### src/rtl/tres_pkg.sv
// Shared types and helpers for the tic-tac-toe game-control stage.
package tres_pkg;

  typedef enum logic [1:0] {
    VACIA = 2'd0,
    JUG_X = 2'd1,
    JUG_O = 2'd2
  } celda_t;

  typedef celda_t [2:0][2:0] tablero_t;

  typedef enum logic [1:0] {
    INICIO,
    ESPERA_MOV,
    EVALUA,
    FIN
  } estado_t;

  typedef struct packed {
    logic [1:0] fila;
    logic [1:0] col;
  } pos_t;

  localparam int NUM_CELDAS = 9;

  // Board with every cell empty.
  function automatic tablero_t tablero_vacio();
    tablero_t t;
    for (int f = 0; f < 3; f++) begin
      for (int c = 0; c < 3; c++) begin
        t[f][c] = VACIA;
      end
    end
    return t;
  endfunction

  // First empty cell in row-major order; scanning backwards leaves the lowest hit.
  function automatic pos_t primera_vacia(input tablero_t t);
    pos_t p;
    p.fila = 2'd0;
    p.col  = 2'd0;
    for (int f = 2; f >= 0; f--) begin
      for (int c = 2; c >= 0; c--) begin
        if (t[f][c] == VACIA) begin
          p.fila = 2'(f);
          p.col  = 2'(c);
        end
      end
    end
    return p;
  endfunction

endpackage

### src/rtl/temporizador_turno.sv
// Per-turn down-counter: load has priority over decrement, expira flags the last cycle.
module temporizador_turno #(
  parameter int TIEMPO_TURNO = 20,
  parameter int TW           = $clog2(TIEMPO_TURNO + 1)
) (
  input  logic          clk,
  input  logic          rst_n,
  input  logic          carga_i,
  input  logic          habilita_i,
  output logic [TW-1:0] cuenta_o,
  output logic          expira_o
);

  logic [TW-1:0] cuenta_q;

  // Reload on a new turn, otherwise count down while enabled and never wrap below zero.
  always_ff @(posedge clk or negedge rst_n) begin
    if (!rst_n) begin
      cuenta_q <= '0;
    end else if (carga_i) begin
      cuenta_q <= TW'(TIEMPO_TURNO);
    end else if (habilita_i && (cuenta_q != '0)) begin
      cuenta_q <= cuenta_q - TW'(1);
    end
  end

  assign cuenta_o = cuenta_q;
  assign expira_o = (cuenta_q == TW'(1));

endmodule

### src/rtl/tablero_juego.sv
// Game-control stage: owns the 3x3 board, alternates X/O, applies turn timeouts
// and ends the game on a line reported by the downstream TresenFila checker.
module tablero_juego
  import tres_pkg::*;
#(
  parameter int  TIEMPO_TURNO = 500_000_000,
  localparam int TW           = $clog2(TIEMPO_TURNO + 1)
) (
  input  logic                  clk,
  input  logic                  rst_n,
  input  logic                  iniciar,
  input  logic                  mov_valido,
  input  logic [1:0]            mov_fila,
  input  logic [1:0]            mov_col,
  input  logic                  ganador,
  output logic [2:0][2:0][1:0]  matriz_juego,
  output logic [1:0]            jugador_actual,
  output logic                  mov_aceptado,
  output logic                  mov_rechazado,
  output logic                  timeout,
  output logic                  fin_juego,
  output logic [1:0]            ganador_id,
  output logic                  empate,
  output logic [TW-1:0]         tiempo_restante
);

  estado_t    estado_q, estado_d;
  tablero_t   tablero_q, tablero_d;
  celda_t     jugador_q, jugador_d;
  logic [3:0] movs_q, movs_d;
  logic       aceptado_q, aceptado_d;
  logic       rechazado_q, rechazado_d;
  logic       timeout_q, timeout_d;
  logic       fin_q, fin_d;
  logic [1:0] ganadorId_q, ganadorId_d;
  logic       empate_q, empate_d;
  logic       cargaTimer, habilitaTimer, expira;
  logic       celdaLibre, movLegal;
  pos_t       autoPos;

  assign celdaLibre = (mov_fila != 2'd3) && (mov_col != 2'd3) &&
                      (tablero_q[mov_fila][mov_col] == VACIA);
  assign movLegal   = (estado_q == ESPERA_MOV) && mov_valido && celdaLibre;
  assign autoPos    = primera_vacia(tablero_q);

  temporizador_turno #(
    .TIEMPO_TURNO(TIEMPO_TURNO),
    .TW          (TW)
  ) u_temporizador (
    .clk       (clk),
    .rst_n     (rst_n),
    .carga_i   (cargaTimer),
    .habilita_i(habilitaTimer),
    .cuenta_o  (tiempo_restante),
    .expira_o  (expira)
  );

  // State register.
  always_ff @(posedge clk or negedge rst_n) begin
    if (!rst_n) estado_q <= INICIO;
    else        estado_q <= estado_d;
  end

  // Next state: a move (player or automatic) always goes through one EVALUA cycle.
  always_comb begin
    estado_d = estado_q;
    case (estado_q)
      INICIO, FIN: if (iniciar) estado_d = ESPERA_MOV;
      ESPERA_MOV:  if (movLegal || expira) estado_d = EVALUA;
      EVALUA:      if (ganador || (movs_q == 4'(NUM_CELDAS))) estado_d = FIN;
                   else estado_d = ESPERA_MOV;
      default:     estado_d = INICIO;
    endcase
  end

  // Datapath and pulse decisions for the current state; a player move beats expiry.
  always_comb begin
    tablero_d     = tablero_q;
    jugador_d     = jugador_q;
    movs_d        = movs_q;
    aceptado_d    = 1'b0;
    rechazado_d   = mov_valido && !movLegal;
    timeout_d     = 1'b0;
    fin_d         = fin_q;
    ganadorId_d   = ganadorId_q;
    empate_d      = empate_q;
    cargaTimer    = 1'b0;
    habilitaTimer = 1'b0;
    case (estado_q)
      INICIO, FIN: begin
        if (iniciar) begin
          tablero_d   = tablero_vacio();
          jugador_d   = JUG_X;
          movs_d      = '0;
          fin_d       = 1'b0;
          ganadorId_d = 2'd0;
          empate_d    = 1'b0;
          cargaTimer  = 1'b1;
        end
      end
      ESPERA_MOV: begin
        habilitaTimer = 1'b1;
        if (movLegal) begin
          tablero_d[mov_fila][mov_col] = jugador_q;
          aceptado_d = 1'b1;
          movs_d     = (movs_q == 4'(NUM_CELDAS)) ? movs_q : movs_q + 4'd1;
        end else if (expira) begin
          tablero_d[autoPos.fila][autoPos.col] = jugador_q;
          timeout_d = 1'b1;
          movs_d    = (movs_q == 4'(NUM_CELDAS)) ? movs_q : movs_q + 4'd1;
        end
      end
      EVALUA: begin
        if (ganador) begin
          fin_d       = 1'b1;
          ganadorId_d = jugador_q;
        end else if (movs_q == 4'(NUM_CELDAS)) begin
          fin_d    = 1'b1;
          empate_d = 1'b1;
        end else begin
          jugador_d  = (jugador_q == JUG_X) ? JUG_O : JUG_X;
          cargaTimer = 1'b1;
        end
      end
      default: ;
    endcase
  end

  // Datapath registers; every output comes straight from one of these.
  always_ff @(posedge clk or negedge rst_n) begin
    if (!rst_n) begin
      tablero_q   <= tablero_vacio();
      jugador_q   <= VACIA;
      movs_q      <= '0;
      aceptado_q  <= 1'b0;
      rechazado_q <= 1'b0;
      timeout_q   <= 1'b0;
      fin_q       <= 1'b0;
      ganadorId_q <= 2'd0;
      empate_q    <= 1'b0;
    end else begin
      tablero_q   <= tablero_d;
      jugador_q   <= jugador_d;
      movs_q      <= movs_d;
      aceptado_q  <= aceptado_d;
      rechazado_q <= rechazado_d;
      timeout_q   <= timeout_d;
      fin_q       <= fin_d;
      ganadorId_q <= ganadorId_d;
      empate_q    <= empate_d;
    end
  end

  assign matriz_juego   = tablero_q;
  assign jugador_actual = jugador_q;
  assign mov_aceptado   = aceptado_q;
  assign mov_rechazado  = rechazado_q;
  assign timeout        = timeout_q;
  assign fin_juego      = fin_q;
  assign ganador_id     = ganadorId_q;
  assign empate         = empate_q;

endmodule

### config.mk
export PLATFORM = sky130hd
export DESIGN_NAME = tablero_juego
export DESIGN_NICKNAME = d
export VERILOG_FILES = /design/src/rtl/tres_pkg.sv /design/src/rtl/temporizador_turno.sv /design/src/rtl/tablero_juego.sv
export SDC_FILE = /design/constraint.sdc
export NUM_CORES = 1
export LEC_CHECK = 0
export BUFFER_PORTS_ARGS = -buffer_cell sky130_fd_sc_hd__buf_2
export CAP_MARGIN = 0
export CORE_MARGIN = 2
export CORE_UTILIZATION = 56
export DETAILED_ROUTE_END_ITERATION = 6
export GPL_ROUTABILITY_DRIVEN = 0
export PLACE_DENSITY = 0.86
export SETUP_SLACK_MARGIN = 0.5
export SYNTH_ARGS = -nofsm -noshare
export SYNTH_HDL_FRONTEND = slang
export SYNTH_SLANG_ARGS = --single-unit
### constraint.sdc
create_clock -name clk -period 3.05 [get_ports clk]
set_clock_uncertainty 0.1 [all_clocks]
set_input_delay 0.305 -clock clk [delete_from_list [all_inputs] [get_ports clk]]
set_output_delay 0.305 -clock clk [all_outputs]
set_load 0.02 [all_outputs]
==> metrics.txt <==
cell area power density=873.7 nW/um^2; reg2reg setup slack=0.49 ns; CTS Hold Bufs=0; CP Depth=9; main flop type after synthesis=dfrtp_1; Vias=3,460; CTS tree=done; fraction of registers with async set or reset after synthesis=1.000; final total power=3.836 mW; routed vias/inst=6.223; Sw Share=0.4641; initial antenna violation count=0; Post-Syn Instances=394; Initial Utilization=0.5753; required time worst endpoint=3.18 ns; slowest CP cell=dfrtp_2; routed len/inst=17.28 um; H-tree depth=3; Num CTS Buffers=9; end of the critical path=u_temporizador.cuenta_o[10]; max incr delay on CP=0.46 ns; status=complete, no violations; register area share after synthesis=0.4271; Die Span X=84.54 um; CP Max Fanout=7; critical path type=flip-flop to flip-flop; Netlist cell types=69; Area Overhead vs Synth=20.87%; crit path launch type=flip-flop; Synth area leaders=dfrtp_1 (43%), nor2_1 (6.9%), nand2_1 (4.0%); max-cap viol count=0; # rows=29; Nets=492; relative slew slack=0.3359; Tot GR Track Use=0.2611; drt drc=0; CTS clk-pin slew, worst paths=0.07 ns; share of power burned in registers=0.324; largest net degree at the start of global routing=45; area share of the largest cell type after synthesis=0.4271; Detailed Route WL=9605 um; Post-DP Area=4056 sq um; combinational power share=0.517; YS warnings=0; vias in the first global route=3,216; Leak=1.937 nW; post-route cell area=4390 sq um; CTS sink count=62; Core Region=6314 sq um; Arr. time, crit path=2.68 ns; area leader, netlist=dfrtp_1; input/output buffers=64; delay-heaviest family, CP=simple AND/OR/NAND/NOR gates; HPWL Detailed=6387 um; P_int=2.056 mW; setup_tns=0 ns; clk buf depth=2; mean post-synth cell area=9.219 sq um; minimum clock period=2.557 ns; top-count cell post-synth=nor2_1; Worst-Skew Late Latency=0.34 ns; share of cells above drive strength 1=0.2818; RSZ-0062 raised after global routing=yes; crit-path cells=nor4_4 -> nand3_2 -> buf_4 -> o41ai_1 -> buf_4 -> or2_2 -> or4_1 -> xor2_1 -> nand2_1; CP Capture Type=flip-flop; post-synth net total=411; Max VDD drop=0.6011 mV; Worst R2R Path Depth=9; Sw Pwr=1.780 mW; Chip Height=84.54 um; fill count=486; period utilization=0.8384; DR iter-0 viols=320; final hold violation count=0; first-pass GRT wire length=15,010 um; CTS root buffer=clkbuf_8; f_max=0.3911 GHz; Buf+Inv Stages, Crit Path=2; Die ar.=7146 sq um; measured slew at the worst slew-check pin=0.9961 ns; Worst Setup SP=u_temporizador.cuenta_o[14]; Netlist Area Pre-Place=3632 sq um; Synth top cells by count=nor2_1 (67), dfrtp_1 (62), nand2_1 (39), a21oi_1 (20), o21ai_0 (12); clock power share=0.159; Yosys reg bits=62; Post-synth EDFFs=0; most frequent cell on the critical path=buf_4; Routed Antenna Nets=0; endpoints failing setup=0; Worst R2R End=u_temporizador.cuenta_o[10]; DR pass1 iterations=5; Slew Viols, Final=0; Diodes inserted=0; io pins=65; HP Class=primary input to async pin; global route overflow=0; Crit Reg-Reg Startpoint=u_temporizador.cuenta_o[14]
-- power groups by stage --
stage	Combinational, mW	Sequential, mW	Clock [mW]
2_1_floorplan	1.13	1.37	0
3_3_place_gp	1.70	1.23	0
3_5_place_dp	1.75	1.24	0
4_1_cts	1.80	1.23	0.615
5_1_grt	2.13	1.27	0.653
6_report	1.98	1.24	0.610
-- cell type report --
| type | instances | area (sq um) | area share |
|---|---|---|---|
| Clock buffer | 10 | 127.6 | 0.02907 |
| Clock inverter | 5 | 27.53 | 0.006270 |
| Inverter | 11 | 41.29 | 0.009404 |
| Multi-Input combinational cell | 309 | 2086 | 0.4751 |
| Sequential cell | 62 | 1553 | 0.3537 |
| Tap cell | 77 | 96.34 | 0.02194 |
| Timing Repair Buffer | 82 | 459.2 | 0.1046 |
-- worst min path at each step --
stage / from / end / slack (ns) / cells past startpoint
3_3_place_gp: rst_n / matriz_juego[2] / 0.40 / 1
5_1_grt: rst_n / matriz_juego[6] / 0.10 / 1
2_1_floorplan: rst_n / empate / -0.09 / 0
4_1_cts: rst_n / matriz_juego[12] / 0.06 / 1
6_report: rst_n / matriz_juego[2] / 0.03 / 1
3_5_place_dp: rst_n / mov_aceptado / 0.42 / 1
-- what timing repair did --
action,in CTS,in global routing
pin swaps,4,4
setup endpoints to repair,19,23
endpoints found under the hold margin,0,0
setup buffers,3,7
resized for setup,6,14
-- cells by family after synthesis --
logic type                 after synthesis  synth area share
and+or+nand+nor                        183            0.2573
AOI/OAI and AO/OA                       77            0.1505
buffers and inverters                   23           0.02584
DFF                                     62            0.4271
xor gates and xnor gates                22           0.05305
muxes                                   19           0.05856
adders and majority gates                8           0.02756
-- state kept, by name, summed over array words and instances (netlist names) --
register and flops:
estado_q 2, jugador_actual 2, fin_juego 1, ganador_id 2, u_temporizador.cuenta_o 29, mov_aceptado 1
timeout 1, movs_q 4, matriz_juego 18, mov_rechazado 1, empate 1
-- per-stage QoR --
stage | hold WS, ns | setup WS (ns) | util | std cells
2_1_floorplan | -0.09059 | 0.5590 | - | 394
3_3_place_gp | 0.4035 | 0.4455 | 0.6425 | 531
3_5_place_dp | 0.4185 | 0.3328 | 0.6425 | 531
4_1_cts | 0.05726 | 0.5132 | 0.6764 | 549
5_1_grt | 0.1028 | 0.4058 | 0.6954 | 556
6_report | 0.03213 | 0.4929 | 0.6954 | 556
-- worst reg2reg max path, delay by kind of cell, from the launching register on --
family / cells / cell delay [ns]
XOR/XNOR: 1 / 0.19
buffers and inverters: 2 / 0.38
AO/OA/AOI/OAI: 1 / 0.40
AND/OR/NAND/NOR: 5 / 0.91
flip-flops: 1 / 0.46
-- metal layers --
metal / up-vias / track usage / wire [um]
met4: 0 / 0.08369 / 245
met3: 33 / 0.07178 / 856
met2: 201 / 0.4266 / 4600
met5: - / 0 / 0
met1: 1656 / 0.3389 / 3903
li1: 1570 / - / -
-- layout by cell type, fill, tap and decap left out, types with 5 or more instances in the layout --
cell,Yosys,routed
clkbuf_8,0,9
xnor2_1,11,11
mux2_2,8,8
xor2_1,11,11
buf_2,3,64
nor2b_1,7,7
mux2_1,10,10
nor3_1,9,8
nor2_1,67,64
inv_1,10,10
o21ai_0,12,12
ha_1,8,8
a21oi_1,20,20
buf_4,1,17
nor4_1,9,8
or3_1,5,5
dfrtp_1,62,61
nand2_1,39,38
nand2b_1,5,5
nand3_1,8,8
and3_1,7,7
nand3b_1,5,5
No activity file was read; power rests on OpenSTA's default activity.
